File: config.mk
export PLATFORM = sky130hd
export DESIGN_NAME = lcd_syscall_writer
export DESIGN_NICKNAME = d
export VERILOG_FILES = /design/src/rtl/lcd_pkg.sv /design/src/rtl/lcd_fifo.sv /design/src/rtl/lcd_syscall_writer.sv
export SDC_FILE = /design/constraint.sdc
export NUM_CORES = 1
export LEC_CHECK = 0
export BUFFER_PORTS_ARGS = -buffer_cell sky130_fd_sc_hd__buf_2
export CORE_ASPECT_RATIO = 1.1
export CORE_MARGIN = 4
export CORE_UTILIZATION = 40
export CTS_BUF_LIST = sky130_fd_sc_hd__clkbuf_8
export DETAILED_ROUTE_END_ITERATION = 10
export PLACE_DENSITY = 0.59
export SLEW_MARGIN = 15
export SYNTH_ARGS = -nofsm -noshare
export SYNTH_HDL_FRONTEND = slang
export SYNTH_HIERARCHICAL = 1
export SYNTH_SLANG_ARGS = --single-unit
File: constraint.sdc
create_clock -name CLK -period 3.3 [get_ports CLK]
set_input_delay 0.33 -clock CLK [delete_from_list [all_inputs] [get_ports CLK]]
set_output_delay 0.33 -clock CLK [all_outputs]
set_load 0.05 [all_outputs]
File: src/rtl/lcd_pkg.sv
// Shared types, default timing and init ROM for the LCD syscall writer.
// LCD_INIT_EN adds the INIT state used by the power-on command replay.
package lcd_pkg;

`ifdef LCD_INIT_EN
    typedef enum logic [2:0] {
        S_IDLE  = 3'd0,
        S_SETUP = 3'd1,
        S_PULSE = 3'd2,
        S_HOLD  = 3'd3,
        S_WAIT  = 3'd4,
        S_INIT  = 3'd5
    } lcd_state_t;
`else
    typedef enum logic [2:0] {
        S_IDLE  = 3'd0,
        S_SETUP = 3'd1,
        S_PULSE = 3'd2,
        S_HOLD  = 3'd3,
        S_WAIT  = 3'd4
    } lcd_state_t;
`endif

    localparam int LCD_DEPTH  = 8;
    localparam int LCD_T_SU   = 2;
    localparam int LCD_T_EN   = 12;
    localparam int LCD_T_HOLD = 2;
    localparam int LCD_T_WAIT = 2000;
    localparam int LCD_T_LONG = 82000;

    // Entry [0] is sent first: function set, display on, entry mode, clear.
    localparam logic [3:0][8:0] INIT_ROM = {9'h001, 9'h006, 9'h00C, 9'h038};

    function automatic logic is_long_cmd(input logic rs, input logic [7:0] db);
        return !rs && (db == 8'h01 || db == 8'h02 || db == 8'h03);
    endfunction

endpackage

File: src/rtl/lcd_fifo.sv
// DEPTH x 9 synchronous FIFO holding {rs, db} entries; writes when full and
// reads when empty are ignored.
module lcd_fifo #(
    parameter int DEPTH = 8
) (
    input  logic       CLK,
    input  logic       Reset,
    input  logic       wr_en,
    input  logic [8:0] wr_data,
    input  logic       rd_en,
    output logic [8:0] rd_data,
    output logic       full,
    output logic       empty
);
    localparam int AW = $clog2(DEPTH);

    logic [AW:0] wptr, rptr;
    logic [8:0]  mem [DEPTH];
    logic        push, pop;

    assign full  = (wptr[AW] != rptr[AW]) && (wptr[AW-1:0] == rptr[AW-1:0]);
    assign empty = (wptr == rptr);
    assign push  = wr_en && !full;
    assign pop   = rd_en && !empty;
    assign rd_data = mem[rptr[AW-1:0]];

    always_ff @(posedge CLK or negedge Reset) begin
        if (!Reset) begin
            wptr <= '0;
            rptr <= '0;
        end else begin
            if (push) wptr <= wptr + 1'b1;
            if (pop)  rptr <= rptr + 1'b1;
        end
    end

    always_ff @(posedge CLK) begin
        if (push) mem[wptr[AW-1:0]] <= wr_data;
    end

endmodule

File: src/rtl/lcd_syscall_writer.sv
// Buffers LCD syscall words and replays them as HD44780 8-bit write cycles.
// LCD_INIT_EN: replay a fixed init command sequence after reset.
//
// state | meaning
// IDLE  | waiting for a FIFO entry
// SETUP | RS/DB valid, E low, setup time
// PULSE | E high
// HOLD  | E low, RS/DB held
// WAIT  | display execution time (long for clear/home)
// INIT  | fetch next init ROM command (LCD_INIT_EN only)
module lcd_syscall_writer
    import lcd_pkg::*;
#(
    parameter int DEPTH  = LCD_DEPTH,
    parameter int T_SU   = LCD_T_SU,
    parameter int T_EN   = LCD_T_EN,
    parameter int T_HOLD = LCD_T_HOLD,
    parameter int T_WAIT = LCD_T_WAIT,
    parameter int T_LONG = LCD_T_LONG
) (
    input  logic        CLK,
    input  logic        Reset,
    input  logic        syscallW,
    input  logic [15:0] lcdWData,
    output logic        lcd_e,
    output logic        lcd_rs,
    output logic        lcd_rw,
    output logic [7:0]  lcd_db,
    output logic        busy,
    output logic        full,
    output logic        overflow
);
    localparam int CMAX = (T_LONG > T_WAIT) ? T_LONG : T_WAIT;
    localparam int CW   = (CMAX > 1) ? $clog2(CMAX) : 1;

    lcd_state_t  state;
    logic [CW-1:0] cnt;
    logic [8:0]  head;
    logic        empty;
    logic        pop;
    logic        unused_hi;

`ifdef LCD_INIT_EN
    logic [2:0]  init_idx;
`endif

    assign unused_hi = ^lcdWData[15:9];
    assign lcd_rw    = 1'b0;
    assign pop       = (state == S_IDLE) && !empty;
    assign busy      = (state != S_IDLE) || !empty;

    lcd_fifo #(.DEPTH(DEPTH)) u_fifo (
        .CLK     (CLK),
        .Reset   (Reset),
        .wr_en   (syscallW),
        .wr_data ({lcdWData[8], lcdWData[7:0]}),
        .rd_en   (pop),
        .rd_data (head),
        .full    (full),
        .empty   (empty)
    );

    always_ff @(posedge CLK or negedge Reset) begin
        if (!Reset) begin
`ifdef LCD_INIT_EN
            state    <= S_INIT;
            init_idx <= '0;
`else
            state    <= S_IDLE;
`endif
            cnt      <= '0;
            lcd_e    <= 1'b0;
            lcd_rs   <= 1'b0;
            lcd_db   <= 8'h00;
            overflow <= 1'b0;
        end else begin
            // full here is the pre-edge value, so a same-cycle pop never frees a slot
            if (syscallW && full) overflow <= 1'b1;

            case (state)
                S_IDLE: begin
                    if (!empty) begin
                        lcd_rs <= head[8];
                        lcd_db <= head[7:0];
                        cnt    <= CW'(T_SU - 1);
                        state  <= S_SETUP;
                    end
                end
                S_SETUP: begin
                    if (cnt == '0) begin
                        lcd_e <= 1'b1;
                        cnt   <= CW'(T_EN - 1);
                        state <= S_PULSE;
                    end else begin
                        cnt <= cnt - 1'b1;
                    end
                end
                S_PULSE: begin
                    if (cnt == '0) begin
                        lcd_e <= 1'b0;
                        cnt   <= CW'(T_HOLD - 1);
                        state <= S_HOLD;
                    end else begin
                        cnt <= cnt - 1'b1;
                    end
                end
                S_HOLD: begin
                    if (cnt == '0) begin
                        cnt   <= is_long_cmd(lcd_rs, lcd_db) ? CW'(T_LONG - 1) : CW'(T_WAIT - 1);
                        state <= S_WAIT;
                    end else begin
                        cnt <= cnt - 1'b1;
                    end
                end
                S_WAIT: begin
                    if (cnt == '0) begin
`ifdef LCD_INIT_EN
                        state <= (init_idx == 3'd4) ? S_IDLE : S_INIT;
`else
                        state <= S_IDLE;
`endif
                    end else begin
                        cnt <= cnt - 1'b1;
                    end
                end
`ifdef LCD_INIT_EN
                S_INIT: begin
                    lcd_rs   <= INIT_ROM[init_idx[1:0]][8];
                    lcd_db   <= INIT_ROM[init_idx[1:0]][7:0];
                    init_idx <= init_idx + 1'b1;
                    cnt      <= CW'(T_SU - 1);
                    state    <= S_SETUP;
                end
`endif
                default: state <= S_IDLE;
            endcase
        end
    end

endmodule

* Yosys cells after proc, flatten, opt, wreduce, memory -nomap -nowiden
Memories as Yosys holds them, arrays and structs flattened. A register that Yosys moved wholly into a read port is not among the register bits.
Index checks and enable logic that the tools add are counted.
** Operators by class
- Muxes and demuxes :: 18
- Reductions and logical operators :: 22
- Add/sub/neg operators :: 3
- Bitwise operators :: 1
- Equal/unequal tests :: 16
** Operators by type and width (number)
- two-way mux 17 bit :: 6
- case mux 17 bit (5 select lines) :: 1
- logical NOT 17 bit :: 1
- subtractor 17 x 1 -> 17 bit, second input constant :: 1
- == test 8 x 2 -> 1 bit, second input constant :: 2
- two-way mux 3 bit :: 5
- case mux 3 bit (5 select lines) :: 1
- != test 2 bit, second input constant :: 6
- adder 4 x 1 -> 4 bit, second input constant :: 2
- == test 8 x 1 -> 1 bit, second input constant :: 1
- == test 3 x 2 -> 1 bit, second input constant :: 2
- logical AND 1 bit :: 6
- AND reduction 3 bit :: 2
- AND reduction 5 bit :: 1
- nonzero test 5 bit :: 1
- == test 4 bit :: 1
- logical NOT 1 bit :: 4
- two-way mux 1 bit :: 4
- == test 3 x 1 -> 1 bit, second input constant :: 1
- == test 3 bit :: 1
- == test 3 bit, second input constant :: 1
- logical NOT 3 bit :: 1
- logical OR 1 bit :: 3
- nonzero test 3 bit :: 1
- 5 further kinds :: 5
** Storage, ports and cells
- Bits in registers :: 30
- Memory bits (writable) :: 72
- Output and inout port bits :: 14
- Bits of input ports :: 19
- Logic and storage cells :: 67
- Memories :: 1
** Memory list
- u_fifo.mem :: depth 8, width 9, rd ports 1, clocked after memory_dff 1, write ports 1, RTL line lcd_fifo.sv:18 : logic [8:0] mem [DEPTH];

* Depth between registers and ports, before layout
Gate-level depths: netlist of the first run.
- Word-level depth :: 7
- Depth in mapped cells :: 10
- Mapped depth without buffers :: 8

* Cells and area by module
Netlist of the first run, hierarchy kept.
** By module, submodules not included
- lcd_fifo :: cells an instance 162, sequential area each 2362.3 um^2, area an instance 3293.2 um^2, instances 1
- lcd_syscall_writer :: cells an instance 204, sequential area each 775.7 um^2, area an instance 1865.5 um^2, instances 1

* Worst setup path after synthesis of the first run
Ideal clock, no wire load.
- Path kind :: register to register
- Start point :: register u_fifo.wptr[1]
- End point :: register cnt[2]
- Period minus slack after synthesis :: 2.963 ns
- Library setup time :: 0.090 ns
- Data required time :: 3.210 ns
- Arrival :: 2.873 ns
- Stages on the path, launching flop included :: 10
- Buffers on the path :: 1
- Setup slack :: 0.337 ns
- Cells stage by stage :: dfrtp_1 buf_2 xor2_2 or3_1 nor2_1 nor4b_1 inv_1 nand3_1 o221ai_1 o221ai_1
** On the way
- Longest elaborated chain between the ends :: 3
** RTL lines
- start: declaration :: RTL line lcd_fifo.sv:17 : logic [AW:0] wptr, rptr;
- start signal: assignment :: RTL line lcd_fifo.sv:32 : if (push) wptr <= wptr + 1'b1;
- == test 4 bit :: RTL line lcd_fifo.sv:22 : assign empty = (wptr == rptr);
- named net empty :: RTL line lcd_syscall_writer.sv:39 : logic empty;
- != test 2 bit (no line)
- AND reduction 3 bit (no line)
- end signal: assignment :: RTL line lcd_syscall_writer.sv:85 : cnt <= CW'(T_SU - 1);
- end signal: assignment :: RTL line lcd_syscall_writer.sv:92 : cnt <= CW'(T_EN - 1);
- end signal: assignment :: RTL line lcd_syscall_writer.sv:95 : cnt <= cnt - 1'b1;
- end: declaration :: RTL line lcd_syscall_writer.sv:37 : logic [CW-1:0] cnt;
The timed path passes the listed nets, and every way through them passes these cells.
A chain may end at the register's enable or synchronous reset.

* Worst setup path after layout of the first run
- Start point :: register u_fifo.wptr[0]
- End point :: output port busy
** On the way
- Longest elaborated chain between the ends :: 3
** RTL lines
- == test 4 bit :: RTL line lcd_fifo.sv:22
- named net empty :: RTL line lcd_syscall_writer.sv:39
- logical NOT 1 bit :: RTL line lcd_syscall_writer.sv:50 : assign busy = (state != S_IDLE) || !empty;
- logical OR 1 bit :: RTL line lcd_syscall_writer.sv:50
- end: declaration :: RTL line lcd_syscall_writer.sv:29 : output logic busy,
The timed path passes the listed nets, and every way through them passes these cells.

==> results of run 1 <==
[per-layer routing]
metal | wire [microns] | vias up | part of all wire
met5 | 0 | - | 0
met1 | 4390 | 1620 | 0.43
li1 | - | 1493 | -
met4 | 125 | 0 | 0.012
met2 | 5390 | 65 | 0.52
met3 | 386 | 10 | 0.038
[final cells by class]
class / count / area (sq um) / share of cell area
sequential: 111 / 3140 / 0.549
multi-input combinational: 223 / 1900 / 0.332
timing repair buffer: 42 / 255 / 0.0446
tap: 157 / 196 / 0.0343
clock buffer: 9 / 124 / 0.0217
clock inverter: 7 / 78.8 / 0.0138
inverter: 8 / 30.0 / 0.00525
[logic make-up (layout without fill, tap and decap cells)]
logic type / Yosys count / count (layout) / share of synthesized area
AO/OA/AOI/OAI: 61 / 61 / 0.0876
adder cells (fa/ha/maj): 5 / 5 / 0.0119
buffers and inverters: 32 / 66 / 0.0269
multiplexers: 39 / 39 / 0.124
other: 1 / 1 / 0.000727
flip-flops: 111 / 111 / 0.608
XOR/XNOR: 14 / 14 / 0.0281
AND/OR/NAND/NOR: 103 / 103 / 0.112
[metrics by stage]
step           utilization  worst slack (ns)  total power, mW  cell area (sq um)  hold WS (ns)
2_1_floorplan            -             0.337             3.49               5160        0.0344
3_3_place_gp         0.436             0.507             3.94               5520         0.434
4_1_cts              0.452             0.263             4.81               5720         0.101
3_5_place_dp         0.436             0.512             3.98               5520         0.441
6_report             0.452             0.282             4.75               5720        0.0665
5_1_grt              0.452            0.0511             5.06               5720         0.148
[cells in the final DEF (no fill, tap or decap), drive strengths merged, types with 6 or more instances in the layout]
| cell | synthesis | routed |
|---|---|---|
| a21oi | 11 | 11 |
| buf | 8 | 42 |
| clkbuf | 16 | 9 |
| dfrtp | 39 | 39 |
| edfxtp | 72 | 72 |
| inv | 7 | 12 |
| mux2 | 20 | 20 |
| mux4 | 18 | 18 |
| nand2 | 19 | 19 |
| nand3 | 10 | 10 |
| nand4 | 6 | 6 |
| nor2 | 17 | 17 |
| nor3 | 16 | 16 |
| nor4 | 9 | 9 |
| o211ai | 6 | 6 |
| o21ai | 8 | 8 |
| o41ai | 6 | 6 |
| xnor2 | 10 | 10 |
[worst max-delay path, cell delays in order, from the launching register on]
cell and delay (ns):
dfrtp_1 0.54, xor2_2 0.20, buf_4 0.19, or3_1 0.40
nor2_1 0.11, buf_4 0.15, nor4b_1 0.23, buf_4 0.21
inv_1 0.06, buf_2 0.21
[where the power goes]
| group | internal (mW) | switching (mW) |
|---|---|---|
| clock | 0.306 | 0.520 |
| sequential | 1.82 | 0.314 |
| combinational | 0.758 | 1.03 |
[state kept, by name, indices dropped and copies added (netlist names)]
register	cells
state	3
lcd_e	1
cnt	17
u_fifo/mem	72
overflow	1
lcd_db	8
u_fifo/wptr	4
u_fifo/rptr	4
lcd_rs	1
[path summary, 6_finish.rpt]
kind / cells after the start / from / slack (ns) / to
min in group CLK: 1 / lcdWData[5] / 0.20 / u_fifo/mem[1][5]
setup / recovery: 9 / u_fifo/wptr[0] / 0.28 / busy
hold reg to reg: 1 / overflow / 0.46 / overflow
setup reg to reg: 5 / cnt[4] / 0.48 / cnt[6]
max in group asynchronous: 1 / Reset / 2.67 / lcd_db[3]
hold / removal: 1 / Reset / 0.07 / cnt[8]
==> results by group, run 1 <==
Yosys
  • Cell count after synthesis: 366
  • Post-Synthesis Cell Area: 5160 sq um
  • Count leader, synth: edfxtp_1
  • EDFF count, synth: 72
  • Yosys top cell area share: 0.419
  • Yosys cell types: 60
  • Ys async rst share: 0.351
  • Seq cells post-synth: 111
  • Syn nets: 389
  • Post-synth top cells: edfxtp_1, dfrtp_1, mux2_2, mux4_2, nand2_1
  • Seq/Total Area, Yosys: 0.608
  • Top cells by area, synth: edfxtp_1, dfrtp_1, mux4_2
  • Most used DFF post-synth: edfxtp_1
  • Synth area leader: edfxtp_1
  • Yosys warning count: 6
  • Syn_area_per_cell: 14.1 sq um

Placed design
  • Buffers on Ports: 24
  • Dpl cells: 541
  • DPL Wire Length: 6.72 mm
  • GPL Wtd Cong: 0.780

Floorplanning
  • Die Y: 127 microns
  • Site row count: 43
  • Die ar.: 14800 sq um
  • Horiz. Die Dim: 116 microns
  • Core area: 12600 sq um
  • Num ports: 33
  • Initial core utilization: 0.408

Finish
  • # fillers: 1103
  • Synth-to-Final Area Change: 10.9%
  • Final net count: 418
  • Post-Layout Cell Count: 557
  • Inserted Diodes: 0
  • Fraction of layout cells with a size suffix above 1: 0.280

Timing
  • Worst-Margin Slew: 1.20 ns
  • Final Cycle Share: 0.915
  • Final hold vios: 0
  • Unrepaired setup endpoints after global routing: false
  • Slew margin rel.: 0.200
  • Tmin final: 3.02 ns
  • Fmax: 331 MHz
  • Setup TNS: 0 ns
  • Clock skew: 0.0101 ns
  • Final slew viol count: 0
  • # setup viols final: 0

Worst setup path
  • WP data arrival: 2.69 ns
  • Crit path launch type: flop
  • Critical path class: reg2out
  • Worst Path Max Fanout: 10
  • Worst path required time: 2.97 ns
  • Crit end category: output port

Power and ir drop
  • Peak VDD IR: 0.491 mV
  • Static leakage: 2.02 nW
  • PD cells: 830 nW/um^2

CTS
  • # hold bufs at CTS: 0
  • Clock Latency Late Sink: 0.39 ns
  • Post-CTS setup buffers: 0
  • H-tree level count: 3
  • CTS resizes: 0
  • CTS tree: done
  • Clk buf depth: 2
  • Clock Sinks: 111
  • Clock root buffer: clkbuf_8
  • CTS Buf Count: 9
  • Clock slew at reported path FFs: 0.11 ns

Detailed routing
  • Starting DRC count in detailed routing: 201
  • Vias post-DR: 3188
  • Antenna-violating nets left: 0
  • Drc violations: 0
  • Vias/cell: 5.72
  • Routed wire length: 10.3 mm
  • First drt pass iteration count: 4
  • Avg WL per Cell: 18.5 microns

Global route
  • Vias in the first global route: 3201
  • Grt met1 use: 0.189
  • Met3 Track Usage GR: 0.0346
  • Largest net degree at the start of global routing: 40
  • First-pass GRT wire length: 17.0 mm
  • Grt total ovfl: 0
  • Grt met2 use: 0.261
  • Busiest grt layer: met2
  • Tot GR Track Use: 0.151
  • Initial antenna violation count: 0

Status
  • Outcome: finished, final reports clean

Job
  • Max Cap Viol: 0

Min path
  • Worst Hold Class: in2async
No activity file was read; power rests on OpenSTA's default activity.
==> inputs of run 2 (changes only) <==
- CAP_MARGIN: not set -> 10
- PLACE_DENSITY: 0.59 -> 0.58
==> results by group, run 2 (same netlist as run 1, synthesis figures left out) <==
Status
  • Outcome: finished, final reports clean

Floorplanning
  • Core area: 12600 sq um (unchanged)
  • Initial core utilization: 0.408 (unchanged)
  • Num ports: 33 (unchanged)
  • Die Y: 127 microns (unchanged)
  • Site row count: 43 (unchanged)
  • Horiz. Die Dim: 116 microns (unchanged)
  • Die ar.: 14800 sq um (unchanged)

Finish
  • Max reg flops: 72 (unchanged)
  • Commonest non-fill, non-tap cell in the layout: edfxtp_1
  • Design Area, Final: 5690 sq um (-0.48%)
  • Fraction of layout cells with a size suffix above 1: 0.276 (-0.00431)
  • Synth-to-Final Area Change: 10.3%
  • Most frequent cells in the layout: edfxtp_1, dfrtp_1, buf_2
  • Inserted Diodes: 0 (unchanged)
  • Final net count: 417 (-0.24%)

Timing
  • # setup viols final: 0 (unchanged)
  • Final hold vios: 0 (unchanged)
  • Worst-Margin Slew: 1.15 ns (-0.0475 ns)
  • Tmin final: 2.94 ns (-0.0820 ns)
  • Worst hold slack: 0.0680 ns (+0.00153 ns)
  • Slew margin rel.: 0.232 (+0.0318)
  • Unrepaired setup endpoints after global routing: false
  • Fmax: 341 MHz (+2.8%)
  • Final slew viol count: 0 (unchanged)
  • Setup TNS: 0 ns (unchanged)
  • Clock skew: 0.0128 ns (+0.00271 ns)
  • Final Cycle Share: 0.890 (-0.0249)

Detailed routing
  • First drt pass iteration count: 4 (unchanged)
  • Routed wire length: 10.7 mm (+4.0%)
  • Avg WL per Cell: 19.3 microns (+4.2%)
  • Vias/cell: 5.69 (-0.54%)
  • Vias post-DR: 3165 (-0.72%)
  • Antenna-violating nets left: 0 (unchanged)
  • Drc violations: 0 (unchanged)
  • Starting DRC count in detailed routing: 221 (+10%)

Worst setup path
  • Crit path launch type: flop
  • Critical path class: reg2out
  • Slowest-stage cell, CP: dfrtp_1
  • Slowest cell delay on critical path: 0.49 ns (-0.05 ns)
  • Worst path required time: 2.97 ns (about the same)
  • Crit end category: output port
  • Worst Path Max Fanout: 9 (-1)
  • Cell chain of the critical path: xor2_2 -> or3_1 -> nor2_1 -> nor4b_1 -> buf_4 -> inv_1 -> buf_2
  • WP data arrival: 2.61 ns (-0.08 ns)

Job
  • Max Cap Viol: 0 (unchanged)

Power and ir drop
  • Peak VDD IR: 0.544 mV (+11%)
  • Static leakage: 2.00 nW (-0.67%)
  • PD cells: 832 nW/um^2 (+0.19%)

CTS
  • Clk buf depth: 2 (unchanged)
  • CTS tree: done
  • Clock Latency Late Sink: 0.39 ns (about the same)
  • Clock root buffer: clkbuf_8
  • CTS resizes: 0 (unchanged)
  • Clock Sinks: 111 (unchanged)
  • Post-CTS setup buffers: 0 (unchanged)
  • # hold bufs at CTS: 0 (unchanged)
  • H-tree level count: 3 (unchanged)
  • CTS Buf Count: 9 (unchanged)
  • Clock slew at reported path FFs: 0.11 ns (about the same)

Global route
  • Grt total ovfl: 0 (unchanged)
  • Initial antenna violation count: 1 (+1)
  • Vias in the first global route: 3151 (-1.6%)
  • Largest net degree at the start of global routing: 40 (unchanged)
  • First-pass GRT wire length: 17.3 mm (+2.1%)
  • Tot GR Track Use: 0.155 (+0.00423)

Placed design
  • Placed Area: 5500 sq um (-0.29%)
  • Buffers on Ports: 24 (unchanged)
  • DPL Wire Length: 6.92 mm (+3.0%)
  • GPL Wtd Cong: 0.791 (+1.4%)

Min path
  • Worst Hold Class: in2async
## run 2: changes by cell type in the layout (fill, tap and decap cells not counted), sizes merged
cell / change
clkinvlp: +1
clkinv: +1
buf: -1
inv: -2
## run 2: area by class of cell
class	instances	area [sq um]
Sequential cell	111	3140
Inverter	8	30.0
Multi-Input combinational cell	223	1890
Timing Repair Buffer	41	248
Clock inverter	7	67.6
Clock buffer	9	124
Tap cell	157	196
Fill cell	1123	6950
## run 2: worst max-delay path, delay by kind of cell, from the launching register on
kind                      cells  cell delay, ns
DFF                           1            0.49
xor gates and xnor gates      1            0.25
buffers and inverters         3            0.47
and+or+nand+nor               3            1.00
## run 2: metal layers
| layer | global-route usage | vias up | share of wire |
|---|---|---|---|
| li1 | - | 1488 | - |
| met3 | 0.0336 | 15 | 0.035 |
| met1 | 0.197 | 1606 | 0.42 |
| met4 | 0.0539 | 2 | 0.015 |
| met5 | 0 | - | 0.0012 |
| met2 | 0.261 | 54 | 0.52 |
## run 2: report_power, final
part / internal, mW / total (mW) / leakage [nW] / switching (mW)
sequential: 1.82 / 2.13 / 1.14 / 0.308
combinational: 0.760 / 1.80 / 0.772 / 1.04
clock: 0.293 / 0.804 / 0.0941 / 0.511
## run 2: worst paths after layout
path | from | to | slack, ns | cells past startpoint
setup / recovery | u_fifo/wptr[2] | busy | 0.36 | 7
hold / removal | Reset | cnt[15] | 0.07 | 1
setup reg to reg | cnt[1] | cnt[10] | 0.63 | 7
hold reg to reg | overflow | overflow | 0.46 | 1
max in group asynchronous | Reset | lcd_db[2] | 2.65 | 1
min in group CLK | lcdWData[6] | u_fifo/mem[3][6] | 0.20 | 1
## run 2: metrics by stage
| step | util | power, mW | instances | setup slack, ns |
|---|---|---|---|---|
| 2_1_floorplan | - | 3.49 | 366 | 0.337 |
| 3_3_place_gp | 0.435 | 3.95 | 540 | 0.655 |
| 3_5_place_dp | 0.435 | 3.99 | 540 | 0.604 |
| 4_1_cts | 0.450 | 4.81 | 556 | 0.327 |
| 5_1_grt | 0.450 | 5.05 | 556 | 0.145 |
| 6_report | 0.450 | 4.73 | 556 | 0.364 |
==> inputs of run 3 (changes only) <==
- PLACE_DENSITY: 0.58 -> 0.54
==> results by group, run 3 (same netlist as run 1, synthesis figures left out) <==
Floorplanning
  • Die Y: 127 microns (unchanged)
  • Horiz. Die Dim: 116 microns (unchanged)
  • Site row count: 43 (unchanged)
  • Die ar.: 14800 sq um (unchanged)
  • Core area: 12600 sq um (unchanged)
  • Initial core utilization: 0.408 (unchanged)
  • Num ports: 33 (unchanged)

Global route
  • Tot GR Track Use: 0.151 (-0.00437)
  • Grt total ovfl: 0 (unchanged)
  • Vias in the first global route: 3103 (-1.5%)
  • Initial antenna violation count: 0 (-1)
  • Largest net degree at the start of global routing: 40 (unchanged)
  • First-pass GRT wire length: 16.8 mm (-3.1%)

Timing
  • # setup viols final: 0 (unchanged)
  • Setup TNS: 0 ns (unchanged)
  • Worst-Margin Slew: 1.11 ns (-0.0389 ns)
  • Worst hold slack: 0.102 ns (+0.0340 ns)
  • Unrepaired setup endpoints after global routing: false
  • Final WS setup: 0.376 ns (+0.0115 ns)
  • Final hold vios: 0 (unchanged)
  • Clock skew: 0.0124 ns (-0.000350 ns)
  • Fmax: 342 MHz (+0.39%)
  • Final slew viol count: 0 (unchanged)
  • Final Cycle Share: 0.886 (-0.00348)
  • Tmin final: 2.92 ns (-0.0115 ns)
  • Slew margin rel.: 0.258 (+0.0260)

Placed design
  • Buffers on Ports: 24 (unchanged)
  • Dpl cells: 539 (-0.19%)
  • GPL Wtd Cong: 0.827 (+4.6%)
  • DPL Wire Length: 6.86 mm (-0.88%)
  • Placed Area: 5490 sq um (-0.14%)
  • Setup WS pre-CTS: 0.505 ns (-0.0999 ns)

Detailed routing
  • Antenna-violating nets left: 0 (unchanged)
  • Vias post-DR: 3124 (-1.3%)
  • Starting DRC count in detailed routing: 213 (-3.6%)
  • Drc violations: 0 (unchanged)
  • Avg WL per Cell: 19.2 microns (-0.50%)
  • Routed wire length: 10.6 mm (-0.68%)
  • First drt pass iteration count: 4 (unchanged)
  • Vias/cell: 5.63 (-1.1%)

Worst setup path
  • WP data arrival: 2.59 ns (-0.02 ns)
  • Critical path class: reg2out
  • Worst Path Max Fanout: 9 (unchanged)
  • Crit path launch type: flop
  • Reg2reg path depth: 5 (-2)
  • Worst path required time: 2.97 ns (about the same)
  • Crit end category: output port

CTS
  • Post-CTS setup buffers: 0 (unchanged)
  • Clk buf depth: 2 (unchanged)
  • H-tree level count: 3 (unchanged)
  • Clock Latency Late Sink: 0.37 ns (-0.02 ns)
  • CTS tree: done
  • CTS resizes: 0 (unchanged)
  • Clock Sinks: 111 (unchanged)
  • Clock root buffer: clkbuf_8
  • Clock slew at reported path FFs: 0.11 ns (about the same)
  • CTS Buf Count: 9 (unchanged)
  • # hold bufs at CTS: 0 (unchanged)

Job
  • Max Cap Viol: 0 (unchanged)

Min path
  • Worst Hold Class: in2async

Power and ir drop
  • Static leakage: 2.02 nW (+0.76%)
  • Total power: 4.83 mW (+2.0%)
  • PD cells: 845 nW/um^2 (+1.6%)
  • Peak VDD IR: 0.399 mV (-27%)

Finish
  • Commonest non-fill, non-tap cell in the layout: edfxtp_1
  • Max reg flops: 72 (unchanged)
  • Fin util: 0.452 (+0.00168)
  • # fillers: 1148 (+2.2%)
  • Synth-to-Final Area Change: 10.7%
  • Inserted Diodes: 0 (unchanged)
  • Final net count: 416 (-0.24%)
  • Most frequent cells in the layout: edfxtp_1, dfrtp_1, buf_2
  • Post-Layout Cell Count: 555 (-0.18%)
  • Fraction of layout cells with a size suffix above 1: 0.271 (-0.00433)
  • Design Area, Final: 5710 sq um (+0.37%)

Status
  • Outcome: finished, final reports clean
[run 3: cell types whose count changed in the layout (fill, tap and decap cells not counted), sizes merged]
cell,previous run,this run
buf,41,40
bufinv,0,2
clkinv,4,3
clkinvlp,1,0
[run 3: cell type report]
type	instances	area [sq um]	area share
clock inverter	7	96.3	0.0169
tap	157	196	0.0344
timing repair buffer	40	240	0.0420
sequential	111	3140	0.549
clock buffer	9	124	0.0217
inverter	8	30.0	0.00526
multi-input combinational	223	1890	0.330
[run 3: metal layers]
layer,part of all wire,track usage
met3,0.023,0.0232
met2,0.53,0.258
met4,0.012,0.0498
met5,0,0
met1,0.44,0.195
[run 3: path summary, 6_finish.rpt]
kind / end / slack (ns) / startpoint
worst min register to register: overflow / 0.46 / overflow
worst min-delay path: cnt[15] / 0.10 / Reset
worst max-delay path: busy / 0.38 / u_fifo/wptr[2]
min in group CLK: u_fifo/mem[2][8] / 0.22 / lcdWData[8]
worst max register to register: cnt[6] / 0.48 / cnt[4]
max in group asynchronous: u_fifo/wptr[0] / 2.62 / Reset
[run 3: worst max-delay path, cell delays in order (launching register included)]
cell and delay [ns]:
dfrtp_1 0.49, xor2_2 0.25, or3_1 0.41, nor2_1 0.15
nor4b_1 0.44, buf_4 0.24, inv_1 0.05, buf_2 0.20
[run 3: power breakdown]
group / internal, mW / switching [mW]
Clock: 0.432 / 0.461
Sequential: 1.82 / 0.310
Combinational: 0.758 / 1.05
Total: 3.01 / 1.82
